[src/rtl/alu_operand_stage_if.sv]
// ALU operation encoding and the bundled decode/forwarding/ALU-facing signals
// of the ID/EX operand stage.

package alu_operand_stage_pkg;
  typedef enum logic [3:0] {
    ALU_SLL  = 4'd0,
    ALU_SRL  = 4'd1,
    ALU_ADD  = 4'd2,
    ALU_SUB  = 4'd3,
    ALU_AND  = 4'd4,
    ALU_OR   = 4'd5,
    ALU_XOR  = 4'd6,
    ALU_NOR  = 4'd7,
    ALU_SLT  = 4'd8,
    ALU_SLTU = 4'd9
  } aluop_t;
endpackage

interface alu_operand_stage_if #(
  parameter int WORD_W = 32,
  parameter int REG_W  = 5
);
  import alu_operand_stage_pkg::*;

  logic              stall;
  logic              flush;
  logic              id_valid;
  aluop_t            id_aluop;
  logic [WORD_W-1:0] id_rdat1;
  logic [WORD_W-1:0] id_rdat2;
  logic [WORD_W-1:0] id_imm;
  logic [4:0]        id_shamt;
  logic [1:0]        id_alusrc;
  logic [REG_W-1:0]  id_rs;
  logic [REG_W-1:0]  id_rt;
  logic [REG_W-1:0]  id_wsel;
  logic              id_regwen;
  logic              exmem_regwen;
  logic [REG_W-1:0]  exmem_wsel;
  logic [WORD_W-1:0] exmem_wdat;
  logic              memwb_regwen;
  logic [REG_W-1:0]  memwb_wsel;
  logic [WORD_W-1:0] memwb_wdat;

  logic              ex_valid;
  aluop_t            ALUOP;
  logic [WORD_W-1:0] porta;
  logic [WORD_W-1:0] portb;
  logic [WORD_W-1:0] ex_storedat;
  logic [REG_W-1:0]  ex_wsel;
  logic              ex_regwen;

  // Upstream side (decode, hazard unit, later pipeline stages) drives master.
  modport master (
    output stall, flush, id_valid, id_aluop, id_rdat1, id_rdat2, id_imm,
           id_shamt, id_alusrc, id_rs, id_rt, id_wsel, id_regwen,
           exmem_regwen, exmem_wsel, exmem_wdat,
           memwb_regwen, memwb_wsel, memwb_wdat,
    input  ex_valid, ALUOP, porta, portb, ex_storedat, ex_wsel, ex_regwen
  );

  modport slave (
    input  stall, flush, id_valid, id_aluop, id_rdat1, id_rdat2, id_imm,
           id_shamt, id_alusrc, id_rs, id_rt, id_wsel, id_regwen,
           exmem_regwen, exmem_wsel, exmem_wdat,
           memwb_regwen, memwb_wsel, memwb_wdat,
    output ex_valid, ALUOP, porta, portb, ex_storedat, ex_wsel, ex_regwen
  );
endinterface

[src/rtl/alu_operand_stage.sv]
// ID/EX pipeline register with EX/MEM and MEM/WB forwarding and ALU operand
// selection. Flush beats stall beats load; a stall keeps refreshing rs/rt data.

module alu_operand_stage #(
  parameter int WORD_W = 32,
  parameter int REG_W  = 5
) (
  input logic               CLK,
  input logic               nRST,
  alu_operand_stage_if.slave bus
);
  import alu_operand_stage_pkg::*;

  logic              valid_q,  valid_d;
  aluop_t            aluop_q,  aluop_d;
  logic [WORD_W-1:0] rdat1_q,  rdat1_d;
  logic [WORD_W-1:0] rdat2_q,  rdat2_d;
  logic [WORD_W-1:0] imm_q,    imm_d;
  logic [4:0]        shamt_q,  shamt_d;
  logic [1:0]        alusrc_q, alusrc_d;
  logic [REG_W-1:0]  rs_q,     rs_d;
  logic [REG_W-1:0]  rt_q,     rt_d;
  logic [REG_W-1:0]  wsel_q,   wsel_d;
  logic              regwen_q, regwen_d;

  logic [WORD_W-1:0] fwd_a;
  logic [WORD_W-1:0] fwd_b;
  logic [WORD_W-1:0] porta_c;
  logic [WORD_W-1:0] portb_c;
  logic [WORD_W-1:0] shamt_ext;

  assign shamt_ext = {{(WORD_W-5){1'b0}}, shamt_q};

  // EX/MEM is the younger writer and wins; register 0 is hardwired zero.
  always_comb begin
    fwd_a = rdat1_q;
    if (bus.exmem_regwen && (bus.exmem_wsel == rs_q) && (rs_q != '0))
      fwd_a = bus.exmem_wdat;
    else if (bus.memwb_regwen && (bus.memwb_wsel == rs_q) && (rs_q != '0))
      fwd_a = bus.memwb_wdat;

    fwd_b = rdat2_q;
    if (bus.exmem_regwen && (bus.exmem_wsel == rt_q) && (rt_q != '0))
      fwd_b = bus.exmem_wdat;
    else if (bus.memwb_regwen && (bus.memwb_wsel == rt_q) && (rt_q != '0))
      fwd_b = bus.memwb_wdat;
  end

  always_comb begin
    porta_c = fwd_a;
    portb_c = fwd_b;
    case (alusrc_q)
      2'b01: portb_c = imm_q;
      2'b10: begin
        porta_c = fwd_b;
        portb_c = shamt_ext;
      end
      default: ;
    endcase
  end

  always_comb begin
    valid_d  = valid_q;
    aluop_d  = aluop_q;
    rdat1_d  = rdat1_q;
    rdat2_d  = rdat2_q;
    imm_d    = imm_q;
    shamt_d  = shamt_q;
    alusrc_d = alusrc_q;
    rs_d     = rs_q;
    rt_d     = rt_q;
    wsel_d   = wsel_q;
    regwen_d = regwen_q;
    if (bus.flush) begin
      valid_d  = 1'b0;
      aluop_d  = ALU_SLL;
      rdat1_d  = '0;
      rdat2_d  = '0;
      imm_d    = '0;
      shamt_d  = '0;
      alusrc_d = '0;
      rs_d     = '0;
      rt_d     = '0;
      wsel_d   = '0;
      regwen_d = 1'b0;
    end else if (bus.stall) begin
      // A writer may retire while we wait; capture its value so it survives.
      rdat1_d = fwd_a;
      rdat2_d = fwd_b;
    end else begin
      valid_d  = bus.id_valid;
      aluop_d  = bus.id_aluop;
      rdat1_d  = bus.id_rdat1;
      rdat2_d  = bus.id_rdat2;
      imm_d    = bus.id_imm;
      shamt_d  = bus.id_shamt;
      alusrc_d = bus.id_alusrc;
      rs_d     = bus.id_rs;
      rt_d     = bus.id_rt;
      wsel_d   = bus.id_wsel;
      regwen_d = bus.id_regwen & bus.id_valid;
    end
  end

  always_ff @(posedge CLK or negedge nRST) begin
    if (!nRST) begin
      valid_q  <= 1'b0;
      aluop_q  <= ALU_SLL;
      rdat1_q  <= '0;
      rdat2_q  <= '0;
      imm_q    <= '0;
      shamt_q  <= '0;
      alusrc_q <= '0;
      rs_q     <= '0;
      rt_q     <= '0;
      wsel_q   <= '0;
      regwen_q <= 1'b0;
    end else begin
      valid_q  <= valid_d;
      aluop_q  <= aluop_d;
      rdat1_q  <= rdat1_d;
      rdat2_q  <= rdat2_d;
      imm_q    <= imm_d;
      shamt_q  <= shamt_d;
      alusrc_q <= alusrc_d;
      rs_q     <= rs_d;
      rt_q     <= rt_d;
      wsel_q   <= wsel_d;
      regwen_q <= regwen_d;
    end
  end

  assign bus.ex_valid    = valid_q;
  assign bus.ALUOP       = aluop_q;
  assign bus.porta       = porta_c;
  assign bus.portb       = portb_c;
  assign bus.ex_storedat = fwd_b;
  assign bus.ex_wsel     = wsel_q;
  assign bus.ex_regwen   = regwen_q;
endmodule

[src/flat_wrapper.sv]
// flat-port wrapper written by rule: the top's interface ports become plain ports
module alu_operand_stage_flat import alu_operand_stage_pkg::*;
#(
  parameter int WORD_W = 32,
  parameter int REG_W  = 5
)
  (CLK, nRST, bus_stall, bus_flush, bus_id_valid, bus_id_aluop, bus_id_rdat1, bus_id_rdat2, bus_id_imm, bus_id_shamt, bus_id_alusrc, bus_id_rs, bus_id_rt, bus_id_wsel, bus_id_regwen, bus_exmem_regwen, bus_exmem_wsel, bus_exmem_wdat, bus_memwb_regwen, bus_memwb_wsel, bus_memwb_wdat, bus_ex_valid, bus_ALUOP, bus_porta, bus_portb, bus_ex_storedat, bus_ex_wsel, bus_ex_regwen);
  alu_operand_stage_if #(.WORD_W(WORD_W), .REG_W(REG_W)) bus_i ();
  input logic CLK;
  input logic nRST;
  input wire logic [$bits(bus_i.stall)-1:0] bus_stall;
  input wire logic [$bits(bus_i.flush)-1:0] bus_flush;
  input wire logic [$bits(bus_i.id_valid)-1:0] bus_id_valid;
  input wire logic [$bits(bus_i.id_aluop)-1:0] bus_id_aluop;
  input wire logic [$bits(bus_i.id_rdat1)-1:0] bus_id_rdat1;
  input wire logic [$bits(bus_i.id_rdat2)-1:0] bus_id_rdat2;
  input wire logic [$bits(bus_i.id_imm)-1:0] bus_id_imm;
  input wire logic [$bits(bus_i.id_shamt)-1:0] bus_id_shamt;
  input wire logic [$bits(bus_i.id_alusrc)-1:0] bus_id_alusrc;
  input wire logic [$bits(bus_i.id_rs)-1:0] bus_id_rs;
  input wire logic [$bits(bus_i.id_rt)-1:0] bus_id_rt;
  input wire logic [$bits(bus_i.id_wsel)-1:0] bus_id_wsel;
  input wire logic [$bits(bus_i.id_regwen)-1:0] bus_id_regwen;
  input wire logic [$bits(bus_i.exmem_regwen)-1:0] bus_exmem_regwen;
  input wire logic [$bits(bus_i.exmem_wsel)-1:0] bus_exmem_wsel;
  input wire logic [$bits(bus_i.exmem_wdat)-1:0] bus_exmem_wdat;
  input wire logic [$bits(bus_i.memwb_regwen)-1:0] bus_memwb_regwen;
  input wire logic [$bits(bus_i.memwb_wsel)-1:0] bus_memwb_wsel;
  input wire logic [$bits(bus_i.memwb_wdat)-1:0] bus_memwb_wdat;
  output wire logic [$bits(bus_i.ex_valid)-1:0] bus_ex_valid;
  output wire logic [$bits(bus_i.ALUOP)-1:0] bus_ALUOP;
  output wire logic [$bits(bus_i.porta)-1:0] bus_porta;
  output wire logic [$bits(bus_i.portb)-1:0] bus_portb;
  output wire logic [$bits(bus_i.ex_storedat)-1:0] bus_ex_storedat;
  output wire logic [$bits(bus_i.ex_wsel)-1:0] bus_ex_wsel;
  output wire logic [$bits(bus_i.ex_regwen)-1:0] bus_ex_regwen;
  assign bus_i.stall = bus_stall;
  assign bus_i.flush = bus_flush;
  assign bus_i.id_valid = bus_id_valid;
  assign bus_i.id_aluop = bus_id_aluop;
  assign bus_i.id_rdat1 = bus_id_rdat1;
  assign bus_i.id_rdat2 = bus_id_rdat2;
  assign bus_i.id_imm = bus_id_imm;
  assign bus_i.id_shamt = bus_id_shamt;
  assign bus_i.id_alusrc = bus_id_alusrc;
  assign bus_i.id_rs = bus_id_rs;
  assign bus_i.id_rt = bus_id_rt;
  assign bus_i.id_wsel = bus_id_wsel;
  assign bus_i.id_regwen = bus_id_regwen;
  assign bus_i.exmem_regwen = bus_exmem_regwen;
  assign bus_i.exmem_wsel = bus_exmem_wsel;
  assign bus_i.exmem_wdat = bus_exmem_wdat;
  assign bus_i.memwb_regwen = bus_memwb_regwen;
  assign bus_i.memwb_wsel = bus_memwb_wsel;
  assign bus_i.memwb_wdat = bus_memwb_wdat;
  assign bus_ex_valid = bus_i.ex_valid;
  assign bus_ALUOP = bus_i.ALUOP;
  assign bus_porta = bus_i.porta;
  assign bus_portb = bus_i.portb;
  assign bus_ex_storedat = bus_i.ex_storedat;
  assign bus_ex_wsel = bus_i.ex_wsel;
  assign bus_ex_regwen = bus_i.ex_regwen;
  alu_operand_stage #(.WORD_W(WORD_W), .REG_W(REG_W)) u_core (.CLK(CLK), .nRST(nRST), .bus(bus_i));
endmodule
[config.mk]
export PLATFORM = sky130hd
export DESIGN_NAME = alu_operand_stage_flat
export DESIGN_NICKNAME = d
export VERILOG_FILES = /design/src/rtl/alu_operand_stage_if.sv /design/src/rtl/alu_operand_stage.sv /design/src/flat_wrapper.sv
export SDC_FILE = /design/constraint.sdc
export NUM_CORES = 1
export LEC_CHECK = 0
export ABC_AREA = 1
export ABC_CLOCK_PERIOD_IN_PS = 4400
export BUFFER_PORTS_ARGS = -buffer_cell sky130_fd_sc_hd__buf_2
export CORE_MARGIN = 2
export CORE_UTILIZATION = 45
export DETAILED_ROUTE_END_ITERATION = 10
export PLACE_DENSITY_LB_ADDON = 0.3
export SYNTH_ARGS = -nofsm -noshare
export SYNTH_HDL_FRONTEND = slang
export SYNTH_SLANG_ARGS = --single-unit
export TNS_END_PERCENT = 20
[constraint.sdc]
create_clock -name CLK -period 4.4 [get_ports CLK]
set_input_delay 0.88 -clock CLK [delete_from_list [all_inputs] [get_ports CLK]]
set_output_delay 0.88 -clock CLK [all_outputs]
set_load 0.02 [all_outputs]
==> flow_results.xml <==
<?xml version="1.0" encoding="UTF-8"?>
<metrics>
  <group name="synth">
    <metric name="synth_cells" unit="">1095</metric>
    <metric name="asyncSetResetFlopFracSynth" unit="%">100</metric>
    <metric name="synth_cell_types" unit="">29</metric>
    <metric name="syn_nets" unit="">1301</metric>
    <metric name="synth.avg_cell_area" unit="sq um">7.42</metric>
    <metric name="ys_seq_elements" unit="">124</metric>
    <metric name="yosysWarnings" unit="">0</metric>
    <metric name="synth_ff_type" unit="">sky130_fd_sc_hd__dfrtp_1</metric>
    <metric name="synth_enable_flop_cells" unit="">0</metric>
    <metric name="seq_area_frac_synth" unit="%">38.2</metric>
    <metric name="syn_area" unit="sq um">8120</metric>
  </group>
  <group name="timing">
    <metric name="timing.final.hold_violations" unit="">0</metric>
    <metric name="max_slew_margin" unit="%">24.9</metric>
    <metric name="timing.fmax" unit="GHz">0.239</metric>
    <metric name="timing.final.max_slew_violations" unit="">0</metric>
    <metric name="finalCritPeriodShare" unit="%">95.1</metric>
    <metric name="rsz0062_at_grt" unit="">no</metric>
    <metric name="setup_skew" unit="ns">0.00944</metric>
    <metric name="final.min_clock_period" unit="ns">4.18</metric>
    <metric name="tightest_slew" unit="ns">1.13</metric>
    <metric name="setup_tns" unit="ns">0</metric>
    <metric name="finalSetupViolCount" unit="">0</metric>
  </group>
  <group name="floorplan">
    <metric name="placement_rows" unit="">49</metric>
    <metric name="io_pins" unit="">311</metric>
    <metric name="fp.coreArea" unit="sq um">17800</metric>
    <metric name="floorplan.die_area" unit="sq um">19100</metric>
    <metric name="die_y" unit="um">138</metric>
    <metric name="start_util" unit="%">45.5</metric>
    <metric name="die_x" unit="um">138</metric>
  </group>
  <group name="pwr">
    <metric name="power.static_leakage" unit="nW">5.87</metric>
    <metric name="p_switching" unit="W">0.00108</metric>
    <metric name="power.ir.vdd_worst" unit="V">0.000243</metric>
    <metric name="netSwitchingFraction" unit="%">31.8</metric>
    <metric name="power.share.sequential" unit="%">36.5</metric>
    <metric name="power.combinational.fraction" unit="%">23.4</metric>
    <metric name="p_per_area" unit="nW/um^2">330</metric>
    <metric name="cell_internal_pwr" unit="W">0.00231</metric>
    <metric name="power.clock.fraction" unit="%">40.2</metric>
  </group>
  <group name="worst_setup_path">
    <metric name="worst_setup_path_end_kind" unit="">output port</metric>
    <metric name="crit_arrival" unit="ns">3.30</metric>
    <metric name="worstPathRequired" unit="ns">3.52</metric>
    <metric name="critical_path.startpoint_type" unit="">input port</metric>
    <metric name="timing.setup.critical_path_class" unit="">input port to output port</metric>
    <metric name="critPathMaxFanout" unit="">32</metric>
  </group>
  <group name="routing">
    <metric name="route.detailed.wl_per_inst" unit="um">18.1</metric>
    <metric name="detail_route.wirelength" unit="mm">29.2</metric>
    <metric name="detail-route-antenna-nets" unit="">0</metric>
    <metric name="dr_iter_0_viols" unit="">710</metric>
    <metric name="vias_post_dr" unit="">8966</metric>
    <metric name="post_drt_via_cell_ratio" unit="">5.56</metric>
    <metric name="drcViolationCount" unit="">0</metric>
    <metric name="first_pass_iters" unit="">5</metric>
  </group>
  <group name="clocking">
    <metric name="cts_hold_buf" unit="">0</metric>
    <metric name="cts.sink_count" unit="">124</metric>
    <metric name="clk_latency" unit="ns">0.42</metric>
    <metric name="clockBufferDepth" unit="">2</metric>
    <metric name="cts_htree_levels" unit="">4</metric>
    <metric name="ctsRootBufferMaster" unit="">sky130_fd_sc_hd__clkbuf_16</metric>
    <metric name="clkTransAtPathRegs" unit="ns">0.05</metric>
    <metric name="cts_resized" unit="">0</metric>
    <metric name="total_cts_buffers" unit="">17</metric>
    <metric name="post-cts-setup-buffers" unit="">0</metric>
    <metric name="cts_tree" unit="">built</metric>
  </group>
  <group name="layout">
    <metric name="flow.area_growth_from_synthesis" unit="%">26.4</metric>
    <metric name="finish.cell_count_without_fillers" unit="">1613</metric>
    <metric name="design.final.nets" unit="">1575</metric>
    <metric name="layout_commonest_cell" unit="">sky130_fd_sc_hd__nand2_1</metric>
    <metric name="seq_area" unit="sq um">3100</metric>
    <metric name="nFillCells" unit="">1726</metric>
    <metric name="drive_gt1_share" unit="%">31.9</metric>
    <metric name="final_cell_mix" unit="">sky130_fd_sc_hd__nand2_1, sky130_fd_sc_hd__buf_2, sky130_fd_sc_hd__nand3_1, sky130_fd_sc_hd__dfrtp_1</metric>
    <metric name="multi_input_area" unit="sq um">4340</metric>
  </group>
  <group name="global_routing">
    <metric name="number_of_antenna_violations_at_the_first_check_in_global_routing" unit="">4</metric>
    <metric name="grt_pass1_wl" unit="mm">45.7</metric>
    <metric name="grtUsageTotal" unit="%">29.5</metric>
    <metric name="overflow" unit="">0</metric>
    <metric name="largest_net_degree_at_the_start_of_global_routing" unit="">71</metric>
    <metric name="first_global_vias" unit="">9013</metric>
  </group>
  <group name="placement">
    <metric name="number_of_placed_instances_taps_included" unit="">1578</metric>
    <metric name="port_buffers" unit="">310</metric>
    <metric name="dpl.hpwl" unit="mm">19.2</metric>
    <metric name="gp_routability_congestion" unit="">0.880</metric>
  </group>
  <group name="run_status">
    <metric name="outcome" unit="">complete, no violations</metric>
  </group>
  <group name="flow_run">
    <metric name="maxCapViolations" unit="">0</metric>
  </group>
  <group name="hold_path">
    <metric name="holdCritPathClass" unit="">input port to async pin</metric>
  </group>
</metrics>
==> layout make-up <==
| type | count | share of cell area [%] |
|---|---|---|
| Sequential cell | 124 | 30.2 |
| Inverter | 63 | 2.30 |
| Tap cell | 229 | 2.79 |
| Antenna cell | 3 | 0.0731 |
| Clock inverter | 6 | 0.585 |
| Multi-Input combinational cell | 834 | 42.3 |
| Clock buffer | 25 | 4.92 |
| Timing Repair Buffer | 329 | 16.8 |
==> metrics by stage <==
step                      total power, W  worst slack, ns  utilization, %  instance area [sq um]  hold slack (ns)
after CTS                        0.00339            0.173            57.5                  10300            0.497
after global placement           0.00202            0.253            54.3                   9690            0.479
after global routing             0.00351           0.0990            57.5                  10300            0.517
final                            0.00339            0.215            57.5                  10300            0.483
after floorplan                  0.00172             1.57               -                   8120            0.466
after detailed placement         0.00203            0.183            54.3                   9690            0.480
==> logic make-up after synthesis <==
kind of cell | synth area share [%]
buffers and inverters | 8.95
XOR/XNOR | 0.108
flip-flops | 38.2
AND/OR/NAND/NOR | 46.3
adder cells (fa/ha/maj) | 0.308
AO/OA/AOI/OAI | 6.13
==> final timing paths <==
path / from / endpoint / slack, ns / cells past startpoint
max: bus_exmem_wsel[0] / bus_porta[18] / 0.22 / 9
min: nRST / u_core.imm_q[17] / 0.48 / 1
max reg2reg: u_core.rs_q[1] / u_core.rdat1_q[15] / 1.65 / 8
min reg2reg: u_core.imm_q[20] / u_core.imm_q[20] / 0.50 / 1
max in group asynchronous: nRST / u_core.imm_q[26] / 3.04 / 2
min in group CLK: u_core.imm_q[20] / u_core.imm_q[20] / 0.50 / 1
==> flip-flops by register name (all words and copies together), names as in the netlist <==
name and cells:
u_core.imm_q 32, u_core.rdat1_q 32, u_core.rdat2_q 32, u_core.bus.ex_wsel 5
u_core.rs_q 5, u_core.rt_q 5, u_core.shamt_q 5, u_core.bus.ALUOP 4
u_core.alusrc_q 2, u_core.bus.ex_regwen 1, u_core.bus.ex_valid 1
==> critical path, stage by stage <==
cell,delay [ns]
sky130_fd_sc_hd__buf_2,0.10
sky130_fd_sc_hd__or2_1,0.10
sky130_fd_sc_hd__nand3_1,0.25
sky130_fd_sc_hd__nor2_4,0.61
sky130_fd_sc_hd__nand2_2,0.65
sky130_fd_sc_hd__nand3_1,0.32
sky130_fd_sc_hd__nand3_1,0.09
sky130_fd_sc_hd__nand2_1,0.11
sky130_fd_sc_hd__buf_2,0.17
==> metal layers <==
metal,GRT usage (%),wire [um],up-vias
met5,0,7,-
met3,6.27,2740,67
met2,47.6,13900,527
li1,-,-,4217
met1,38.1,11800,4153
met4,14.0,789,2
==> synthesized netlist by cell type (all sizes together) (2+ instances only) <==
library cell  number  share of area [%]
nand4              4               0.31
ha                 2               0.31
nand2            347                 16
a21oi              7               0.43
dfrtp            124                 38
clkbuf            39                3.3
o21ai             17                1.0
buf               36                2.7
nor2              18                1.3
nand3            358                 26
inv               63                2.9
and2              32                2.5
or2                3               0.23
a22o              42                4.5
==> power groups by stage <==
stage / combinational, W / clock, W / sequential (W)
final: 0.000793 / 0.00136 / 0.00124
after detailed placement: 0.000775 / 0 / 0.00125
after CTS: 0.000779 / 0.00137 / 0.00124
after floorplan: 0.000463 / 0 / 0.00126
after global routing: 0.000859 / 0.00141 / 0.00124
after global placement: 0.000769 / 0 / 0.00125
Note: power is estimated with default switching activity, not from simulation.
